--- src/rtl/i2s_trnmtr_ctrl_if.sv ---
`default_nettype none
// ============================================================================
// Module   : i2s_trnmtr_ctrl_if
// Brief    : Handshake, strobe and I2S timing signals of the I2S TX controller.
// Revision : 1.0 - initial release
// ============================================================================
interface i2s_trnmtr_ctrl_if;
    logic enable;
    logic sample_valid;
    logic sck;
    logic ws;
    logic load;
    logic shift;
    logic wsd;
    logic sample_ack;
    logic underrun;
    logic busy;

    // master is the timing controller; slave is the upstream/shift-register side
    modport master (
        input  enable, sample_valid,
        output sck, ws, load, shift, wsd, sample_ack, underrun, busy
    );

    modport slave (
        output enable, sample_valid,
        input  sck, ws, load, shift, wsd, sample_ack, underrun, busy
    );
endinterface
`default_nettype wire

--- src/rtl/i2s_trnmtr_ctrl.sv ---
`default_nettype none
// ============================================================================
// Module   : i2s_trnmtr_ctrl
// Brief    : I2S transmit timing controller: sck/ws generation, shift-register
//            strobes and stereo-sample handshake with frame-aligned stop.
// Revision : 1.0 - initial release
// ============================================================================
module i2s_trnmtr_ctrl #(
    parameter int HALF_DIV  = 4,
    parameter int WORD_BITS = 16
) (
    input  wire logic          clk,
    input  wire logic          n_rst,
    i2s_trnmtr_ctrl_if.master  bus
);

    localparam int c_DIV_W = (HALF_DIV > 2) ? $clog2(HALF_DIV) : 1;
    localparam int c_BIT_W = $clog2(WORD_BITS);

    localparam logic [c_DIV_W-1:0] c_DIV_LAST  = c_DIV_W'(HALF_DIV - 1);
    localparam logic [c_BIT_W-1:0] c_BIT_LAST  = c_BIT_W'(WORD_BITS - 1);
    localparam logic [c_BIT_W-1:0] c_BIT_START = c_BIT_W'(WORD_BITS - 2);

    typedef enum logic [1:0] {
        S_IDLE  = 2'd0,
        S_RUN   = 2'd1,
        S_DRAIN = 2'd2
    } state_t;

    state_t             r_state,    w_state_nxt;
    logic [c_DIV_W-1:0] r_div_cnt,  w_div_cnt_nxt;
    logic [c_BIT_W-1:0] r_bit_cnt,  w_bit_cnt_nxt;
    logic               r_frame_ok, w_frame_ok_nxt;
    logic               r_sck,      w_sck_nxt;
    logic               r_ws,       w_ws_nxt;
    logic               r_wsd,      w_wsd_nxt;
    logic               r_load,     w_load_nxt;
    logic               r_shift,    w_shift_nxt;
    logic               r_ack,      w_ack_nxt;
    logic               r_underrun, w_underrun_nxt;
    logic               r_busy,     w_busy_nxt;

    logic               w_tick;
    logic [c_BIT_W-1:0] w_nb;

    assign w_tick = (r_div_cnt == c_DIV_LAST);
    assign w_nb   = (r_bit_cnt == c_BIT_LAST) ? '0 : r_bit_cnt + 1'b1;

    always_ff @(posedge clk or negedge n_rst) begin
        if (!n_rst) begin
            r_state    <= S_IDLE;
            r_div_cnt  <= '0;
            r_bit_cnt  <= c_BIT_START;
            r_frame_ok <= 1'b0;
            r_sck      <= 1'b0;
            r_ws       <= 1'b1;
            r_wsd      <= 1'b0;
            r_load     <= 1'b0;
            r_shift    <= 1'b0;
            r_ack      <= 1'b0;
            r_underrun <= 1'b0;
            r_busy     <= 1'b0;
        end else begin
            r_state    <= w_state_nxt;
            r_div_cnt  <= w_div_cnt_nxt;
            r_bit_cnt  <= w_bit_cnt_nxt;
            r_frame_ok <= w_frame_ok_nxt;
            r_sck      <= w_sck_nxt;
            r_ws       <= w_ws_nxt;
            r_wsd      <= w_wsd_nxt;
            r_load     <= w_load_nxt;
            r_shift    <= w_shift_nxt;
            r_ack      <= w_ack_nxt;
            r_underrun <= w_underrun_nxt;
            r_busy     <= w_busy_nxt;
        end
    end

    always_comb begin
        w_state_nxt    = r_state;
        w_div_cnt_nxt  = r_div_cnt;
        w_bit_cnt_nxt  = r_bit_cnt;
        w_frame_ok_nxt = r_frame_ok;
        w_sck_nxt      = r_sck;
        w_ws_nxt       = r_ws;
        w_wsd_nxt      = r_wsd;
        w_load_nxt     = 1'b0;
        w_shift_nxt    = 1'b0;
        w_ack_nxt      = 1'b0;
        w_underrun_nxt = 1'b0;

        case (r_state)
            S_IDLE: begin
                w_sck_nxt     = 1'b0;
                w_ws_nxt      = 1'b1;
                w_bit_cnt_nxt = c_BIT_START;
                w_div_cnt_nxt = '0;
                if (bus.enable) begin
                    w_state_nxt = S_RUN;
                end
            end

            S_RUN, S_DRAIN: begin
                w_div_cnt_nxt = w_tick ? '0 : r_div_cnt + 1'b1;
                if (r_state == S_RUN && !bus.enable) begin
                    w_state_nxt = S_DRAIN;
                end else if (r_state == S_DRAIN && bus.enable) begin
                    w_state_nxt = S_RUN;
                end

                if (w_tick) begin
                    w_sck_nxt = ~r_sck;
                    // sck falling: all strobes coincide with sck going low
                    if (r_sck) begin
                        w_bit_cnt_nxt = w_nb;
                        if (w_nb == c_BIT_LAST) begin
                            w_ws_nxt    = ~r_ws;
                            w_shift_nxt = 1'b1;
                        end else if (w_nb == '0) begin
                            if (r_state == S_DRAIN && !r_ws) begin
                                // stop at the frame boundary instead of starting a new left word
                                w_state_nxt   = S_IDLE;
                                w_sck_nxt     = 1'b0;
                                w_ws_nxt      = 1'b1;
                                w_bit_cnt_nxt = c_BIT_START;
                                w_div_cnt_nxt = '0;
                            end else begin
                                w_load_nxt = 1'b1;
                                w_wsd_nxt  = r_ws;
                                if (!r_ws) begin
                                    w_frame_ok_nxt = bus.sample_valid;
                                    w_underrun_nxt = !bus.sample_valid;
                                end else begin
                                    w_ack_nxt = r_frame_ok;
                                end
                            end
                        end else begin
                            w_shift_nxt = 1'b1;
                        end
                    end
                end
            end

            default: begin
                w_state_nxt = S_IDLE;
            end
        endcase

        w_busy_nxt = (w_state_nxt != S_IDLE);
    end

    assign bus.sck        = r_sck;
    assign bus.ws         = r_ws;
    assign bus.wsd        = r_wsd;
    assign bus.load       = r_load;
    assign bus.shift      = r_shift;
    assign bus.sample_ack = r_ack;
    assign bus.underrun   = r_underrun;
    assign bus.busy       = r_busy;

endmodule
`default_nettype wire
--- src/flat_wrapper.sv ---
// flat-port wrapper written by rule: the top's interface ports become plain ports
module i2s_trnmtr_ctrl_flat 
#(
    parameter int HALF_DIV  = 4,
    parameter int WORD_BITS = 16
)
  (clk, n_rst, bus_enable, bus_sample_valid, bus_sck, bus_ws, bus_load, bus_shift, bus_wsd, bus_sample_ack, bus_underrun, bus_busy);
  i2s_trnmtr_ctrl_if bus_i ();
  input  wire logic clk;
  input  wire logic n_rst;
  input wire logic [$bits(bus_i.enable)-1:0] bus_enable;
  input wire logic [$bits(bus_i.sample_valid)-1:0] bus_sample_valid;
  output wire logic [$bits(bus_i.sck)-1:0] bus_sck;
  output wire logic [$bits(bus_i.ws)-1:0] bus_ws;
  output wire logic [$bits(bus_i.load)-1:0] bus_load;
  output wire logic [$bits(bus_i.shift)-1:0] bus_shift;
  output wire logic [$bits(bus_i.wsd)-1:0] bus_wsd;
  output wire logic [$bits(bus_i.sample_ack)-1:0] bus_sample_ack;
  output wire logic [$bits(bus_i.underrun)-1:0] bus_underrun;
  output wire logic [$bits(bus_i.busy)-1:0] bus_busy;
  assign bus_i.enable = bus_enable;
  assign bus_i.sample_valid = bus_sample_valid;
  assign bus_sck = bus_i.sck;
  assign bus_ws = bus_i.ws;
  assign bus_load = bus_i.load;
  assign bus_shift = bus_i.shift;
  assign bus_wsd = bus_i.wsd;
  assign bus_sample_ack = bus_i.sample_ack;
  assign bus_underrun = bus_i.underrun;
  assign bus_busy = bus_i.busy;
  i2s_trnmtr_ctrl #(.HALF_DIV(HALF_DIV), .WORD_BITS(WORD_BITS)) u_core (.clk(clk), .n_rst(n_rst), .bus(bus_i));
endmodule
--- config.mk ---
export PLATFORM = sky130hd
export DESIGN_NAME = i2s_trnmtr_ctrl_flat
export DESIGN_NICKNAME = d
export VERILOG_FILES = /design/src/rtl/i2s_trnmtr_ctrl_if.sv /design/src/rtl/i2s_trnmtr_ctrl.sv /design/src/flat_wrapper.sv
export SDC_FILE = /design/constraint.sdc
export NUM_CORES = 1
export LEC_CHECK = 0
export ABC_CLOCK_PERIOD_IN_PS = 2000
export BUFFER_PORTS_ARGS = -buffer_cell sky130_fd_sc_hd__buf_2
export CORE_MARGIN = 2
export CORE_UTILIZATION = 50
export DETAILED_ROUTE_END_ITERATION = 8
export PLACE_DENSITY = 0.7
export SLEW_MARGIN = 20
export SYNTH_ARGS = -nofsm -noshare
export SYNTH_HDL_FRONTEND = slang
export SYNTH_SLANG_ARGS = --single-unit
--- constraint.sdc ---
create_clock -name clk -period 2 [get_ports clk]
set_input_delay 0.1 -clock clk [delete_from_list [all_inputs] [get_ports clk]]
set_output_delay 0.1 -clock clk [all_outputs]
set_load 0.01 [all_outputs]
== Yosys cells after proc, flatten, opt, wreduce, memory -nomap -nowiden ==
Index checks and enable logic that the tools add are counted.

* Flip-flop bits (word level): 17
* Logic and storage cells: 103

* Add/sub/neg operators: 2
* Eq/ne operators: 9
* Multiplexer cells: 60
* Bitwise logic cells: 4
* Reduce and logical (&&, ||, !) cells: 16

{| class="wikitable"
|+ Operator list
! kind !! count
|-
| two-way mux 1 bit || 35
|-
| two-way mux 2 bit || 14
|-
| two-way mux 4 bit || 6
|-
| == test 4 bit (second input constant) || 2
|-
| one-hot mux 2 bit (2 select lines) || 2
|-
| one-hot mux 4 bit (2 select lines) || 1
|-
| AND reduction 7 bit || 1
|-
| inequality test 3 x 1 -> 1 bit (second input constant) || 2
|-
| AND reduction 6 bit || 1
|-
| AND reduction 5 bit || 1
|-
| adder 4 x 1 -> 4 bit (second input constant) || 1
|-
| == test 2 bit (second input constant) || 2
|-
| zero test 4 bit || 1
|-
| inequality test 2 x 1 -> 1 bit (second input constant) || 2
|-
| inverter 1 bit || 4
|-
| one-hot mux 1 bit (2 select lines) || 2
|-
| nonzero test 2 bit || 2
|-
| logical AND 1 bit || 3
|-
| zero test 1 bit || 3
|-
| AND reduction 3 bit || 1
|-
| adder 2 x 1 -> 2 bit (second input constant) || 1
|-
| == test 2 x 1 -> 1 bit (second input constant) || 1
|-
| zero test 2 bit || 1
|-
| AND reduction 2 bit || 1
|-
| OR reduction 2 bit || 1
|}

== Longest topological paths before layout ==
* Word-level depth: 11
* Gate-level depth with buffers: 7

== Worst setup path after synthesis ==
Ideal clock, no wire load.

* Kind: flip-flop to flip-flop
* Start point: register u_core.r_bit_cnt[1]
* End point: register u_core.r_frame_ok
* Data arrival time: 1.919 ns
* Required time: 1.872 ns
* Setup slack: -0.046 ns
* Stages on the path, launching flop included: 8
* Path buffers: 1
* Clock period less this slack: 2.046 ns
* Cell sequence: dfstp_2 -> ha_1 -> and3_1 -> a21oi_2 -> or2_1 -> buf_6 -> nor3_4 -> mux2_1

* Cells in the longest elaborated chain, start to end: 5
* Elaborated cells on any way between the ends: 7
* Those cells by class: add/sub: 1; eq/ne: 2; mux: 1; bitwise: 1; reduce/logical: 2

{| class="wikitable"
|+ Ends and longest elaborated chain
! element !! RTL line !! source
|-
| from (decl) || i2s_trnmtr_ctrl.sv:32 || <nowiki>logic [c_BIT_W-1:0] r_bit_cnt, w_bit_cnt_nxt;</nowiki>
|-
| from (signal assigned) || i2s_trnmtr_ctrl.sv:53 || <nowiki>r_bit_cnt <= c_BIT_START;</nowiki>
|-
| from (signal assigned) || i2s_trnmtr_ctrl.sv:66 || <nowiki>r_bit_cnt <= w_bit_cnt_nxt;</nowiki>
|-
| adder 4 x 1 -> 4 bit or == test 4 bit (tied branches) || i2s_trnmtr_ctrl.sv:47 || <nowiki>assign w_nb = (r_bit_cnt == c_BIT_LAST) ? '0 : r_bit_cnt + 1'b1;</nowiki>
|-
| two-way mux 4 bit * || i2s_trnmtr_ctrl.sv:47 ||
|-
| == test 4 bit || i2s_trnmtr_ctrl.sv:116 || <nowiki>if (w_nb == c_BIT_LAST) begin</nowiki>
|-
| inverter 1 bit (no line) || - ||
|-
| AND reduction 7 bit (no line) * || - ||
|-
| to (signal assigned) || i2s_trnmtr_ctrl.sv:67 || <nowiki>r_frame_ok <= w_frame_ok_nxt;</nowiki>
|-
| to (decl) || i2s_trnmtr_ctrl.sv:33 || <nowiki>logic r_frame_ok, w_frame_ok_nxt;</nowiki>
|}

Every way passes the cells marked *; elsewhere a longest branch is shown, timed or not.
A chain may end at the register's enable or synchronous reset.

== Worst setup path after layout ==
Same ends and word-level chain as after synthesis.

==> metrics.md <==
| Metric | Value |
|---|---|
| Status | finished clean |
| DR WL/cell | 13.27 um |
| Largest stage delay on the critical path | 610 ps |
| H-tree level count | 1 |
| Io pins | 12 |
| Die Wd | 48.63 um |
| Share of layout cells above drive strength 1 | 27.50% |
| Tcrit/Tclk final | 93.91% |
| GRT Total Usage | 17.29% |
| Area of the multi-input gates | 540.5 um^2 |
| CTS Buf Count | 3 |
| Post-DRT Antenna Nets | 0 |
| Port-buffer cells | 11 |
| Fillcell total | 173 |
| Tmin final | 1878 ps |
| P_leak | 0.5412 nW |
| Clock latency on the worst-skew pair | 300 ps |
| Initial antenna violation count | 0 |
| Initial Utilization | 51.82% |
| Routed WL | 1950 um |
| Min-delay worst type | input port to flop |
| 1st-iter DRT viols | 17 |
| Synth warn | 0 |
| Area grow syn2layout | 18.47% |
| Clk sink count | 17 |
| CTS tree | yes |
| Fin nets | 133 |
| Sequential cell area | 431.7 um^2 |
| DRC | 0 |
| Worst setup EP type | flop |
| Rel. slew slack | 74.37% |
| Commonest non-fill, non-tap cell in the layout | dfrtp_1 |
| Largest register by flop count | u_core.r_bit_cnt |
| CTS max path bufs | 2 |
| Vias/cell | 5.503 |
| DPL Wire Length | 1371 um |
| Unrepaired setup endpoints after global routing | false |
| Most frequent cells in the layout | 12 x dfrtp_1, 11 x buf_2, 8 x nand2_1, 7 x inv_1 |
| Syn nets | 113 |
| Synth Instances | 101 |
| Worst-case clock skew | 9.791 ps |
| Max VDD drop | 0.5967 mV |
| Final number of setup-violating endpoints | 0 |
| Required time worst endpoint | 2180 ps |
| Worst Hold Depth | 3 |
| Unique masters post-synth | 37 |
| GPL Wtd Cong | 0.7565 |
| Antenna fix cells | 0 |
| Seq/Total Area, Yosys | 43.22% |
| Worst Path Max Fanout | 4 |
| FFs w/ async S/R, synth | 100.0% |
| Arr. time, crit path | 2060 ps |
| Total power draw | 1.271 mW |
| Mapped Area | 996.0 um^2 |
| Core area | 1922 um^2 |
| Gr ovfl total | 0 |
| Via Count | 809 |
| Slew Viols, Final | 0 |
| Clock-pin slew on the worst setup and hold paths | 110 ps |
| Worst setup path class | flop to flop |
| Hold Vio Cnt, Final | 0 |
| Largest regs | u_core.r_bit_cnt x4, u_core.r_div_cnt x2, u_core.r_state x2 |
| Pwr Density | 1077 nW/um^2 |
| Post-Syn Area per Cell | 9.861 um^2 |
| Setup TNS | 0 ps |
| Synth Flop Type | dfrtp_1 |
| Die ar. | 2365 um^2 |
| First-pass GRT wire length | 3167 um |
| CP max-delay cell | dfstp_2 |
| Post-synth EDFFs | 0 |
| Fmax | 532.4 MHz |
| Max reg flops | 4 |
| Number of global-route vias before repair | 756 |
| Critical path launch point type | flop |
| Clk root buf | clkbuf_4 |
| Worst-margin pin slew | 384.5 ps |
| Synthesis-stage register bit count | 17 |
| FP Rows | 16 |
| Cell Chain, Critical Path | ha_4 -> nor4b_4 -> a21oi_2 -> or2_4 -> nor3_4 -> mux2_1 |
| Worst R2R Path Depth | 6 |
| Die height | 48.63 um |
| Pin count of the biggest net entering global routing | 18 |
| MaxCap Viol Count | 0 |
| DR pass1 iterations | 4 |
routing by layer:
layer / wire length (um) / vias up / global-route usage [%]
met5: 0 / - / 0
met4: 30 / 0 / 7.143
met3: 64 / 5 / 3.086
met2: 883 / 18 / 29.68
met1: 972 / 388 / 21.36
li1: - / 398 / -
synthesized netlist by cell type (all sizes together) (2+ instances only):
cell type  number  area share (%)
dfrtp          13              33
ha              8              10
nand2           8             3.0
inv             7             2.6
o21ai           7             3.5
nor2            6             2.3
a21oi           5             2.9
a21o            4             3.0
a31oi           4             2.5
dfstp           4              11
nand3           4             2.0
nor3            4             3.1
a211oi          2             1.5
and3            2             1.3
buf             2             1.9
clkbuf          2            0.75
mux2            2             2.3
nand2b          2             1.3
or2             2             1.3
report_power, final:
group	switching [mW]	total (mW)	internal [mW]
combinational	0.312	0.570	0.259
sequential	0.0886	0.514	0.426
clock	0.112	0.186	0.0745
total	0.512	1.27	0.759
metrics by stage:
step	utilization [%]	instance area [um^2]	std cells	hold WS [ps]	setup WS, ps
global route	61.39	1180	147	121.8	3.218
global placement	57.16	1099	140	37.96	112.7
CTS	59.64	1146	146	114.0	44.76
finish	61.39	1180	147	117.1	121.7
detailed placement	57.16	1099	140	35.98	73.64
floorplan	-	998.5	101	-195.6	12.12
timing repair:
item	in CTS	in global routing
hold buffers	2	0
buffers inserted	0	1
setup endpoints to repair	0	2
gates resized for setup	0	5
endpoints found under the hold margin	14	0
final timing paths:
path | slack (ps) | start | endpoint
worst max register to register | 120 | u_core.r_bit_cnt[1] | u_core.r_frame_ok
min in group asynchronous | 240 | n_rst | u_core.bus.load
worst min-delay path | 120 | bus_enable | u_core.r_state[1]
worst min register to register | 500 | u_core.r_frame_ok | u_core.bus.sample_ack
worst max-delay path | 120 | u_core.r_bit_cnt[1] | u_core.r_frame_ok
max in group asynchronous | 1450 | n_rst | u_core.bus.ws
kinds of logic after synthesis:
logic type                 after synthesis  synth area share, %
adders and majority gates                8                10.05
DFF                                     17                43.22
AOI/OAI and AO/OA                       28                18.34
buffers and inverters                   11                5.277
muxes                                    2                2.261
and+or+nand+nor                         35                20.86
critical path, delay by kind of cell (launching register included):
| family | cells | cell delay, ps |
|---|---|---|
| adders and majority gates | 1 | 150 |
| and+or+nand+nor | 3 | 600 |
| AOI/OAI and AO/OA | 1 | 70 |
| DFF | 1 | 610 |
| muxes | 1 | 330 |
layout make-up:
cell class / instances / share of cell area (%)
clock buffer: 3 / 1.909
clock inverter: 1 / 0.4242
inverter: 7 / 2.227
multi-input combinational: 73 / 45.81
sequential: 17 / 36.59
tap: 27 / 2.863
timing repair buffer: 19 / 10.18
Power figures use the tool's default switching activity.
